$ cat src/rtl/arm_dmem_pkg.sv
// Package: arm_dmem_pkg
// Shared types and constants for the ARM data-memory access controller.
//   dmem_state_t : controller FSM states (IDLE, WAIT, DONE)
//   ERR_DATA     : load data returned when an access times out
//   LOAD_MASK    : byte write mask that identifies a load
package arm_dmem_pkg;

  typedef enum logic [1:0] {
    DM_IDLE,
    DM_WAIT,
    DM_DONE
  } dmem_state_t;

  localparam logic [31:0] ERR_DATA  = 32'hDEADBEEF;
  localparam logic [3:0]  LOAD_MASK = 4'b0000;

endpackage

$ cat src/rtl/arm_dmem_timer.sv
// Module: arm_dmem_timer
// Bus-wait timeout counter for arm_dmem_ctrl.
// Ports:
//   clk, rst_b : clock, async active-low reset
//   clr        : restart count at zero (access enters WAIT)
//   en         : count one WAIT cycle that saw no ack
//   expired    : count has reached TIMEOUT_CYCLES-1, i.e. the current WAIT
//                cycle is the last one allowed
module arm_dmem_timer #(
  parameter int TIMEOUT_CYCLES = 255,
  parameter int CNT_W          = 8
) (
  input  logic clk,
  input  logic rst_b,
  input  logic clr,
  input  logic en,
  output logic expired
);

  logic [CNT_W-1:0] count;

  // NOTE: sequential state uses non-blocking assignments so every flop samples
  // pre-edge values, independent of process ordering.
  always_ff @(posedge clk or negedge rst_b) begin
    if (!rst_b)   count <= '0;
    else if (clr) count <= '0;
    else if (en)  count <= count + CNT_W'(1);
  end

  assign expired = (count == CNT_W'(TIMEOUT_CYCLES - 1));

endmodule

$ cat src/rtl/arm_dmem_ctrl.sv
// Module: arm_dmem_ctrl
// Turns the single-cycle core's load/store into a req/ack transaction on a
// variable-latency memory bus and stalls the core until it completes.
// Ports:
//   clk, rst_b                        : clock, async active-low reset
//   halted                            : core halted, new requests ignored
//   core_req/addr/we/wdata            : access presented by the core
//   core_rdata, core_err              : load result / timeout flag, valid in DONE
//   core_stall                        : hold core state updates this cycle
//   bus_req/addr/we/wdata             : registered bus request and latched fields
//   bus_ack, bus_rdata                : completion pulse and read data from memory
// Configuration: define ARM_DMEM_TIMEOUT_EN to bound WAIT by TIMEOUT_CYCLES
// and report core_err; otherwise WAIT is unbounded and core_err is 0.
module arm_dmem_ctrl
  import arm_dmem_pkg::*;
#(
  parameter int ADDR_W         = 30,
  parameter int DATA_W         = 32,
  parameter int TIMEOUT_CYCLES = 255,
  parameter int CNT_W          = 8
) (
  input  logic              clk,
  input  logic              rst_b,
  input  logic              halted,
  input  logic              core_req,
  input  logic [ADDR_W-1:0] core_addr,
  input  logic [3:0]        core_we,
  input  logic [DATA_W-1:0] core_wdata,
  output logic [DATA_W-1:0] core_rdata,
  output logic              core_stall,
  output logic              core_err,
  output logic              bus_req,
  output logic [ADDR_W-1:0] bus_addr,
  output logic [3:0]        bus_we,
  output logic [DATA_W-1:0] bus_wdata,
  input  logic              bus_ack,
  input  logic [DATA_W-1:0] bus_rdata
);

  // The timeout counter must be able to represent TIMEOUT_CYCLES-1.
  if (TIMEOUT_CYCLES < 1 || TIMEOUT_CYCLES > (1 << CNT_W)) begin : g_bad_cfg
    $error("arm_dmem_ctrl: TIMEOUT_CYCLES does not fit in CNT_W bits");
  end

  dmem_state_t state, state_nx;
  logic        start;     // IDLE -> WAIT: latch request
  logic        ack_done;  // WAIT completed by bus ack
  logic        timeout;   // WAIT abandoned by timer expiry
  logic        expired;
  logic        is_load;

  assign is_load = (bus_we == LOAD_MASK);

  // NOTE: every output of this combinational block gets a default first, so
  // no path leaves a signal unassigned and no latch is inferred.
  always_comb begin
    state_nx   = state;
    core_stall = 1'b0;
    start      = 1'b0;
    ack_done   = 1'b0;
    timeout    = 1'b0;
    unique case (state)
      DM_IDLE: begin
        core_stall = core_req & ~halted;
        if (core_req && !halted) begin
          start    = 1'b1;
          state_nx = DM_WAIT;
        end
      end
      DM_WAIT: begin
        core_stall = 1'b1;
        // Ack on the expiry cycle is a normal completion.
        if (bus_ack) begin
          ack_done = 1'b1;
          state_nx = DM_DONE;
        end else if (expired) begin
          timeout  = 1'b1;
          state_nx = DM_DONE;
        end
      end
      // One unstalled cycle lets the core retire; returning to IDLE
      // unconditionally keeps the still-presented request from re-issuing.
      DM_DONE: state_nx = DM_IDLE;
      default: state_nx = DM_IDLE;
    endcase
  end

  // Async reset clears bus_req at assertion, aborting any open access.
  always_ff @(posedge clk or negedge rst_b) begin
    if (!rst_b) begin
      state      <= DM_IDLE;
      bus_req    <= 1'b0;
      bus_addr   <= '0;
      bus_we     <= '0;
      bus_wdata  <= '0;
      core_rdata <= '0;
    end else begin
      state <= state_nx;
      if (start) begin
        bus_req   <= 1'b1;
        bus_addr  <= core_addr;
        bus_we    <= core_we;
        bus_wdata <= core_wdata;
      end else if (ack_done || timeout) begin
        bus_req <= 1'b0;
      end
      // Stores leave core_rdata holding the last load result.
      if (ack_done && is_load)     core_rdata <= bus_rdata;
      else if (timeout && is_load) core_rdata <= DATA_W'(ERR_DATA);
    end
  end

`ifdef ARM_DMEM_TIMEOUT_EN
  arm_dmem_timer #(
    .TIMEOUT_CYCLES (TIMEOUT_CYCLES),
    .CNT_W          (CNT_W)
  ) u_timer (
    .clk     (clk),
    .rst_b   (rst_b),
    .clr     (start),
    .en      ((state == DM_WAIT) && !bus_ack),
    .expired (expired)
  );

  // Error persists through DONE and IDLE until the next access starts.
  always_ff @(posedge clk or negedge rst_b) begin
    if (!rst_b)                 core_err <= 1'b0;
    else if (start || ack_done) core_err <= 1'b0;
    else if (timeout)           core_err <= 1'b1;
  end
`else
  assign expired  = 1'b0;
  assign core_err = 1'b0;
`endif

endmodule

$ cat config.mk
export PLATFORM = sky130hd
export DESIGN_NAME = arm_dmem_ctrl
export DESIGN_NICKNAME = d
export VERILOG_FILES = /design/src/rtl/arm_dmem_pkg.sv /design/src/rtl/arm_dmem_timer.sv /design/src/rtl/arm_dmem_ctrl.sv
export SDC_FILE = /design/constraint.sdc
export NUM_CORES = 1
export LEC_CHECK = 0
export CAP_MARGIN = 15
export CORE_MARGIN = 4
export CORE_UTILIZATION = 25
export CTS_CLUSTER_SIZE = 25
export DETAILED_ROUTE_END_ITERATION = 16
export DONT_BUFFER_PORTS = 1
export SLEW_MARGIN = 20
export SYNTH_ARGS = -nofsm -noshare
export SYNTH_HDL_FRONTEND = slang
export SYNTH_HIERARCHICAL = 1
export SYNTH_SLANG_ARGS = --single-unit
$ cat constraint.sdc
create_clock -name clk -period 1.6 [get_ports clk]
set_input_delay 0.48 -clock clk [delete_from_list [all_inputs] [get_ports clk]]
set_output_delay 0.48 -clock clk [all_outputs]
set_load 0.01 [all_outputs]
==> results of run 1 <==
## path summary, 6_finish.rpt
kind,start,slack (ns),cells past startpoint,endpoint
min,rst_b,-0.18,0,bus_addr[14]
max reg2reg,state[1],0.11,3,bus_wdata[14]
max in group asynchronous,rst_b,1.66,0,bus_we[3]
min reg2reg,bus_wdata[1],0.58,1,bus_wdata[1]
min in group clk,bus_rdata[13],0.28,1,core_rdata[13]
max,state[0],0.09,2,core_stall
## final cells by class
cell class              count  area [um2]  share of cell area
flip-flops and latches    101        2530               0.559
inverters                   2        7.51             0.00166
repair buffers              8        97.6              0.0216
multi-input cells         108        1320               0.292
clock inverters             6        68.8              0.0152
well taps                 211         264              0.0584
clock buffers              10         239              0.0528
## power groups by stage
stage | registers (W) | clock network (W) | logic, W
finish | 0.00446 | 0.00223 | 0.00120
global route | 0.00457 | 0.00243 | 0.00130
CTS | 0.00450 | 0.00231 | 0.00122
detailed placement | 0.00454 | 0 | 0.00123
global placement | 0.00453 | 0 | 0.00115
floorplan | 0.00428 | 0 | 0.00105
## cells in the final DEF, fill, tap and decap left out
cell type   instances
nand2_4             1
mux2_4             30
bufinv_16           1
o21bai_1            1
mux2_2             67
a21oi_2             1
nor3_1              1
buf_4               5
clkinv_2            1
inv_1               2
nand2b_4            1
conb_1              1
clkinvlp_4          1
buf_12              3
mux2_1              1
or2_2               1
nor4_4              1
dfrtp_1           101
and3b_2             1
clkbuf_16           9
inv_6               3
clkbuf_8            1
nor3_4              1
## state kept, by name (all words and copies together), names as in the netlist
signal,flops
bus_we,4
bus_wdata,32
core_rdata,32
state,2
bus_addr,30
bus_req,1
## metrics by stage
step	total power (W)	utilization	TNS (ns)	hold WS, ns
after floorplan	0.00533	-	0	0.184
after global placement	0.00568	0.275	0	0.187
after detailed placement	0.00576	0.275	-0.00962	0.187
after CTS	0.00804	0.295	0	-0.193
after global routing	0.00830	0.295	0	-0.199
final	0.00789	0.295	0	-0.177
## routing by layer
metal,vias to the layer above,share of wire
li1,795,-
met1,930,0.35
met2,121,0.52
met3,13,0.10
met4,2,0.025
met5,-,0.0016
## kinds of logic after synthesis
| kind of cell | synth area share |
|---|---|
| AOI/OAI and AO/OA | 0.00317 |
| and+or+nand+nor | 0.0213 |
| DFF | 0.641 |
| buffers and inverters | 0.0251 |
| muxes | 0.308 |
| other | 0.000951 |
## what timing repair did
| action | 4_1_cts | 5_1_grt |
|---|---|---|
| resized for setup | 0 | 1 |
| endpoints found under the hold margin | 101 | 101 |
| endpoints found under the setup margin | 0 | 1 |
==> flow_summary.toml, run 1 <==
[outcome]
run_status = "finished, violations left"
violations = "negative hold slack"

[final_layout]
fill_cells = 1538
diodes = 0
stdcell_area_um2 = 4520
area_delta_synth_final_pct = 14.8
drive_gt1_frac = 0.545
final_nets = 333
fin_cells = 446

[clock_tree]
clockBufferDepth = 2
cts_made_buffers = 9
cts_root_buf = "clkbuf_16"
clock-sinks = 101
cts_setup_buffers = 0
htree_levels = 3
clk_pin_slew_ns = 0.07
cts_tree = "yes"
worstSkewPairLatency_ns = 0.34

[place]
place_inst = 430
place_area_um2 = 4210
globalplace.congestion = 0.704
dp_hpwl_um = 6200
io_buffers = 0
place_ws_ns = -0.00402

[setup_path]
slowest_stage = "dfrtp_1"
critPathBufInv = 1
critical_path.top_delay_family = "flip-flops"
setup.worst_path.class = "reg2out"
cp_cell_sequence = "inv_1 -> a21oi_2"
critical_path_required_ns = 1.12
end_kind = "output port"
cp_max_fo = 3
start_kind = "flop"
max_stage_delay_ns = 0.41
arrival_ns = 1.03

[timing]
fin_skew_ns = 0.00632
drv_slew = 0
rsz0062_at_grt = "no"
max_freq_mhz = 661
fin_hold_ws_ns = -0.177
finalWorstSetupSlack_ns = 0.0862
hold_viol = 101
period_share = 0.946
finalCriticalPeriod_ns = 1.51
setup_violations = 0

[synth]
synthArstFlopShare = 1.00
synth_edf_count = 0
synth_most_common_cell = "dfrtp_1"
synth_commonest_cells = "101 x dfrtp_1, 67 x mux2_2, 30 x mux2_4, 5 x buf_6, 4 x buf_2"
ys_top_cells_by_area = "dfrtp_1 64%, mux2_2 19%, mux2_4 11%"
synthFlopType = "dfrtp_1"
yosysSeqAreaShare = 0.641
avgSynthCellArea_um2 = 17.8
ys_ff_latch = 101
syn-cell-area_um2 = 3940
yosysUniqueCellTypes = 18
synth_cells = 222
synth_nets = 325
ys_warn_count = 6
synth_top_area_share = 0.641
synth_top_area_cell = "dfrtp_1"

[global_route]
grtUsageMet2 = 0.150
grt_use_total = 0.0902
grt_max_degree = 102
grt_pass1_wl_um = 12200
met3_usage = 0.0419
grt_util_met1 = 0.0929
grt_pass1_vias = 2051
grt_overflow = 0
antenna_found_initial = 1
grt-busiest-layer = "met2"

[routing]
finalWirelength_um = 8110
avgViaCountPerCell = 4.17
vias = 1861
routedWlPerCell_um = 18.2
first_pass_iters = 3
drc_errors = 0
drt_iter0_drc = 47
ant_nets = 0

[flow_run]
maxCapViolCount = 0

[die]
initial_core_util = 0.257
core.rowCount = 45
ios = 204
die_x_um = 134
dieArea_um2 = 17800
fp.dieH_um = 134
coreArea_um2 = 15300

[power]
sequentialPowerShare = 0.565
leakage_nw = 2.03
powerDensity_nw_per_um2 = 1740
clkPwrFrac = 0.283
peakVddDrop_mv = 0.463
p_int_w = 0.00555
p_comb_frac = 0.152
switchingPower_w = 0.00234
switching_share = 0.296

[worst_hold_path]
hold_class = "in2async"
Power figures use the tool's default switching activity.
==> run 2, diff against run 1 <==
--- a/config.mk
+++ b/config.mk
@@ -11,6 +11,8 @@
 export CTS_CLUSTER_SIZE = 25
 export DETAILED_ROUTE_END_ITERATION = 16
 export DONT_BUFFER_PORTS = 1
+export GPL_ROUTABILITY_DRIVEN = 1
+export HOLD_SLACK_MARGIN = 0.12
 export SLEW_MARGIN = 20
 export SYNTH_ARGS = -nofsm -noshare
 export SYNTH_HDL_FRONTEND = slang
==> constraint.sdc (replaced) <==
create_clock -name clk -period 1.5 [get_ports clk]
set_input_delay 0.45 -clock clk [delete_from_list [all_inputs] [get_ports clk]]
set_output_delay 0.45 -clock clk [all_outputs]
set_load 0.01 [all_outputs]
==> run 2 against run 1 <==
- final cell count is 0.90% higher
- wire length increased by 4.8%
- register-to-register slack got worse by 0.12 ns
- power increased by 7.0%
- die area unchanged
- sequential cell count unchanged
- the run ends with negative hold slack, negative setup slack left
- critical path type unchanged
- non-clock buffer count increased by 4
- worst setup slack worse by 0.10 ns
- hold slack got worse by 0.022 ns
- utilization increased by 0.25 points
- clock skew is 0.0012 ns lower
- clock power rose by 6%
==> flow_summary.toml, run 2 (synthesis results as in run 1) <==
[timing]
finalCriticalPeriod_ns = 1.51
fin_skew_ns = 0.00511
rsz0062_at_grt = "yes"
setup_violations = 19
drv_slew = 0
fin_hold_ws_ns = -0.198
hold_viol = 101
max_freq_mhz = 660
tns_ns = -0.168
period_share = 1.01
finalWorstSetupSlack_ns = -0.0142

[setup_path]
arrival_ns = 1.06
cp_max_fo = 3
max_stage_delay_ns = 0.43
critical_path_required_ns = 1.05
cp_cell_sequence = "buf_6 -> a21oi_4"
slowest_stage = "dfrtp_1"
reg2reg_depth = 4
rrSetupSlack_ns = -0.01
setup.worst_path.class = "reg2out"
start_kind = "flop"
end_kind = "output port"

[clock_tree]
clock-sinks = 101
clockBufferDepth = 2
cts_tree = "yes"
clk_pin_slew_ns = 0.07
worstSkewPairLatency_ns = 0.34
cts_root_buf = "clkbuf_16"
htree_levels = 3
cts_made_buffers = 9

[routing]
vias = 1872
drt_iter0_drc = 43
finalWirelength_um = 8500
first_pass_iters = 3
drc_errors = 0
ant_nets = 0
routedWlPerCell_um = 18.9
avgViaCountPerCell = 4.16

[place]
globalplace.congestion = 0.734
dp_hpwl_um = 6380
place_inst = 433
io_buffers = 0

[die]
coreArea_um2 = 15300
die_x_um = 134
dieArea_um2 = 17800
initial_core_util = 0.257
core.rowCount = 45
fp.dieH_um = 134
ios = 204

[final_layout]
drive_gt1_frac = 0.548
fin_cells = 450
diodes = 0
top_regs = "bus_wdata x32, core_rdata x32, bus_addr x30"
final_cell_mix = "100 x dfrtp_1, 67 x mux2_2, 30 x mux2_4"
fill_cells = 1531
final_common_cell = "dfrtp_1"
final_nets = 337
fin_util = 0.298
area_delta_synth_final_pct = 15.7

[global_route]
grt_max_degree = 102
grt_pass1_wl_um = 12700
antenna_found_initial = 1
grt_use_total = 0.0946
grt_pass1_vias = 2145
grt_overflow = 0

[power]
peakVddDrop_mv = 0.614
leakage_nw = 2.05
powerDensity_nw_per_um2 = 1850

[outcome]
violations = "negative hold slack, negative setup slack"
run_status = "finished, violations left"

[worst_hold_path]
hold_class = "in2async"

[flow_run]
maxCapViolCount = 0
==> run 2: power breakdown <==
group          total, W  leakage, nW  switching, W  internal (W)
clock           0.00236        0.150      0.000973       0.00139
sequential      0.00477         1.22       0.00114       0.00363
combinational   0.00131        0.676      0.000353      0.000962
total           0.00844         2.05       0.00247       0.00598
==> run 2: critical path: cells and delay by family (launching register included) <==
kind                   cells  cell delay, ns
flip-flops                 1            0.43
AO/OA/AOI/OAI              1            0.15
buffers and inverters      1            0.14
==> run 2: routing by layer <==
metal | vias to the layer above | global-route usage | part of all wire
li1 | 799 | - | -
met4 | 2 | 0.0549 | 0.034
met1 | 934 | 0.0957 | 0.36
met2 | 112 | 0.160 | 0.52
met5 | - | 0 | 0.00082
met3 | 25 | 0.0446 | 0.089
==> run 2: through the flow <==
stage / hold slack (ns) / cell area (um2) / power (W) / setup slack (ns)
3_5_place_dp: 0.157 / 4220 / 0.00617 / -0.0656
3_3_place_gp: 0.157 / 4220 / 0.00609 / -0.0414
2_1_floorplan: 0.154 / 3950 / 0.00569 / 0.00932
6_report: -0.198 / 4560 / 0.00844 / -0.0142
4_1_cts: -0.229 / 4550 / 0.00864 / -0.0455
5_1_grt: -0.223 / 4560 / 0.00888 / -0.0508
==> run 2: area by class of cell <==
type	count	area, um2	area share
Clock buffer	13	260	0.0570
Clock inverter	3	43.8	0.00960
Inverter	2	7.51	0.00165
Multi-Input combinational cell	108	1330	0.291
Sequential cell	101	2530	0.554
Tap cell	211	264	0.0579
Timing Repair Buffer	12	130	0.0285
==> run 2: final timing paths <==
kind,from,end
worst max-delay path,state[1],core_stall
worst min-delay path,rst_b,bus_addr[28]
worst max register to register,bus_we[1],core_rdata[29]
worst min register to register,bus_addr[28],bus_addr[28]
max in group asynchronous,rst_b,bus_we[2]
min in group clk,core_addr[28],bus_addr[28]
==> run 2: timing repair <==
item                                    CTS  global route
pin swaps                                 2             2
hold endpoints to repair                101           101
endpoints found under the setup margin   26            45
gates resized for setup                   4             3
setup buffers                             1             0
cloned                                    0             0
==> run 3, diff against run 2 <==
--- a/config.mk
+++ b/config.mk
@@ -5,6 +5,7 @@
 export SDC_FILE = /design/constraint.sdc
 export NUM_CORES = 1
 export LEC_CHECK = 0
+export ABC_AREA = 1
 export CAP_MARGIN = 15
 export CORE_MARGIN = 4
 export CORE_UTILIZATION = 25
==> run 3 against run 2 <==
- the flow still finishes with violations (negative hold slack, negative setup slack)
- global-route usage rose by 0.80 points
- register-to-register slack better by 0.10 ns
- clock power grew 7%
- synthesized cell count grew 96%
- largest power group unchanged
==> flow_summary.toml, run 3 <==
[final_layout]
drive_gt1_frac = 0.0794
top_regs = "bus_wdata x32, core_rdata x32, bus_addr x30"
final_cell_mix = "134 x nand2_1, 100 x dfrtp_1, 69 x inv_1"
final_nets = 539
fill_cells = 1624
stdcell_area_um2 = 4650
fin_cells = 652
area_delta_synth_final_pct = 16.8
final_common_cell = "nand2_1"
diodes = 0

[power]
p_int_w = 0.00559
peakVddDrop_mv = 0.642
switching_share = 0.332
clkPwrFrac = 0.302
leakage_nw = 2.38
sequentialPowerShare = 0.566
switchingPower_w = 0.00277
p_comb_frac = 0.133
powerDensity_nw_per_um2 = 1800

[place]
place_inst = 632
io_buffers = 0
dp_hpwl_um = 6910
globalplace.congestion = 0.732
place_area_um2 = 4210

[clock_tree]
clk_pin_slew_ns = 0.07
cts_tree = "yes"
cts_root_buf = "clkbuf_16"
clockBufferDepth = 2
worstSkewPairLatency_ns = 0.34
htree_levels = 3
clock-sinks = 101
cts_made_buffers = 9

[routing]
drc_errors = 0
avgViaCountPerCell = 4.30
vias = 2806
wl_met2_um = 4760
top_layer_used = "met4"
routedWlPerCell_um = 15.2
finalWirelength_um = 9910
ant_nets = 0
m1WireLength_um = 3890
dr_wl_met3_um = 1100
first_pass_iters = 4
drt_iter0_drc = 122

[setup_path]
slowest_stage = "dfrtp_1"
end_kind = "output port"
cp_max_fo = 3
max_stage_delay_ns = 0.41
start_kind = "flop"
cp_cell_sequence = "nor2_2 -> nand3_4 -> nand2_4"
critPathBufInv = 0
arrival_ns = 1.06
critical_path_required_ns = 1.05
setup.worst_path.class = "reg2out"
critical_path.top_delay_family = "flip-flops"

[die]
ios = 204
die_x_um = 134
coreArea_um2 = 15400
core.rowCount = 45
initial_core_util = 0.258
dieArea_um2 = 18000
fp.dieH_um = 134

[timing]
finalCriticalPeriod_ns = 1.51
drv_slew = 0
fin_hold_ws_ns = -0.204
rsz0062_at_grt = "yes"
period_share = 1.01
fin_skew_ns = 0.00841
max_freq_mhz = 662
hold_viol = 101
finalWorstSetupSlack_ns = -0.00991
setup_violations = 1

[synth]
synth_most_common_cell = "nand2_1"
synth_edf_count = 0
yosysSeqAreaShare = 0.635
synth_nets = 538
avgSynthCellArea_um2 = 9.15
synth_cells = 435
ys_top_cells_by_area = "dfrtp_1 63%, nand2_1 13%, inv_1 6.5%"
synthFlopType = "dfrtp_1"
synth_top_area_share = 0.635
synth_commonest_cells = "135 x nand2_1, 101 x dfrtp_1, 69 x inv_1, 50 x o21ai_1, 49 x o21ai_0"
syn-cell-area_um2 = 3980
ys_ff_latch = 101
synth_top_area_cell = "dfrtp_1"
ys_warn_count = 6
yosysUniqueCellTypes = 13
synthArstFlopShare = 1.00

[outcome]
run_status = "finished, violations left"
violations = "negative hold slack, negative setup slack"

[global_route]
grt_pass1_vias = 2758
grt_overflow = 0
antenna_found_initial = 0
grt_max_degree = 102
grt_use_total = 0.103
grt_pass1_wl_um = 14600

[worst_hold_path]
hold_class = "in2async"

[flow_run]
maxCapViolCount = 0
## run 3: cell count changes in the layout (fill, tap and decap cells not counted), moves of 3 or more
| cell | previous run | this run |
|---|---|---|
| o21ai_0 | 0 | 48 |
| mux2_4 | 30 | 0 |
| clkbuf_16 | 9 | 12 |
| mux2_2 | 67 | 0 |
| buf_6 | 4 | 0 |
| o21ai_1 | 0 | 51 |
| inv_1 | 2 | 69 |
| nand2_1 | 0 | 134 |
## run 3: cell type report
cell class	instances	area [um2]	area share
Sequential cell	101	2530	0.544
Multi-Input combinational cell	241	1060	0.228
Tap cell	211	264	0.0568
Timing Repair Buffer	14	210	0.0452
Clock inverter	5	83.8	0.0180
Inverter	69	259	0.0557
Clock buffer	11	243	0.0522
## run 3: per-layer routing
metal  track usage  vias up
li1              -     1324
met1         0.118     1324
met2         0.163      144
met3        0.0551       14
met4        0.0362        0
met5             0        -
## run 3: cells by family (layout without fill, tap and decap cells)
group / Yosys count / after routing / share of synthesized area
simple gates: 141 / 141 / 0.137
flops: 101 / 101 / 0.635
compound gates: 99 / 99 / 0.124
other cells: 1 / 1 / 0.000942
buf+inv: 93 / 99 / 0.103
## run 3: what timing repair did
| item | 4_1_cts | 5_1_grt |
|---|---|---|
| endpoints found under the hold margin | 101 | 101 |
| setup buffers | 1 | 0 |
| setup endpoints to repair | 1 | 20 |
| pin swaps | 2 | 0 |
| gates resized for setup | 3 | 4 |
| gates cloned | 0 | 3 |
## run 3: worst paths after layout
check / startpoint / end / slack, ns / depth (start not counted)
setup / recovery: state[0] / core_stall / -0.01 / 3
hold / removal: rst_b / bus_addr[10] / -0.20 / 0
setup reg to reg: state[0] / bus_addr[26] / 0.09 / 7
hold reg to reg: bus_req / bus_req / 0.56 / 2
max in group asynchronous: rst_b / bus_we[1] / 1.56 / 0
min in group clk: bus_rdata[20] / core_rdata[20] / 0.22 / 2
## run 3: metrics by stage
step	worst slack (ns)	TNS, ns	util	hold WS [ns]	power, W
finish	-0.00991	-0.00991	0.301	-0.204	0.00836
global route	-0.0750	-0.0750	0.301	-0.232	0.00890
CTS	-0.0435	-0.0435	0.295	-0.225	0.00844
detailed placement	0.105	0	0.273	0.157	0.00586
global placement	0.154	0	0.273	0.157	0.00575
floorplan	0.112	0	-	0.154	0.00537
## run 3: power groups by stage
stage	Sequential (W)	Clock (W)	Combinational [W]
6_report	0.00473	0.00252	0.00111
5_1_grt	0.00484	0.00273	0.00133
4_1_cts	0.00475	0.00261	0.00108
3_5_place_dp	0.00477	0	0.00109
3_3_place_gp	0.00478	0	0.000979
2_1_floorplan	0.00451	0	0.000858
## run 3: worst register-to-register path, cell delays in order, from the launching register on
cell and delay, ns:
dfrtp_1 0.41, nor2_2 0.14, nand3_4 0.10, buf_4 0.19, buf_16 0.17, buf_4 0.17
nand2_1 0.06, o21ai_1 0.07
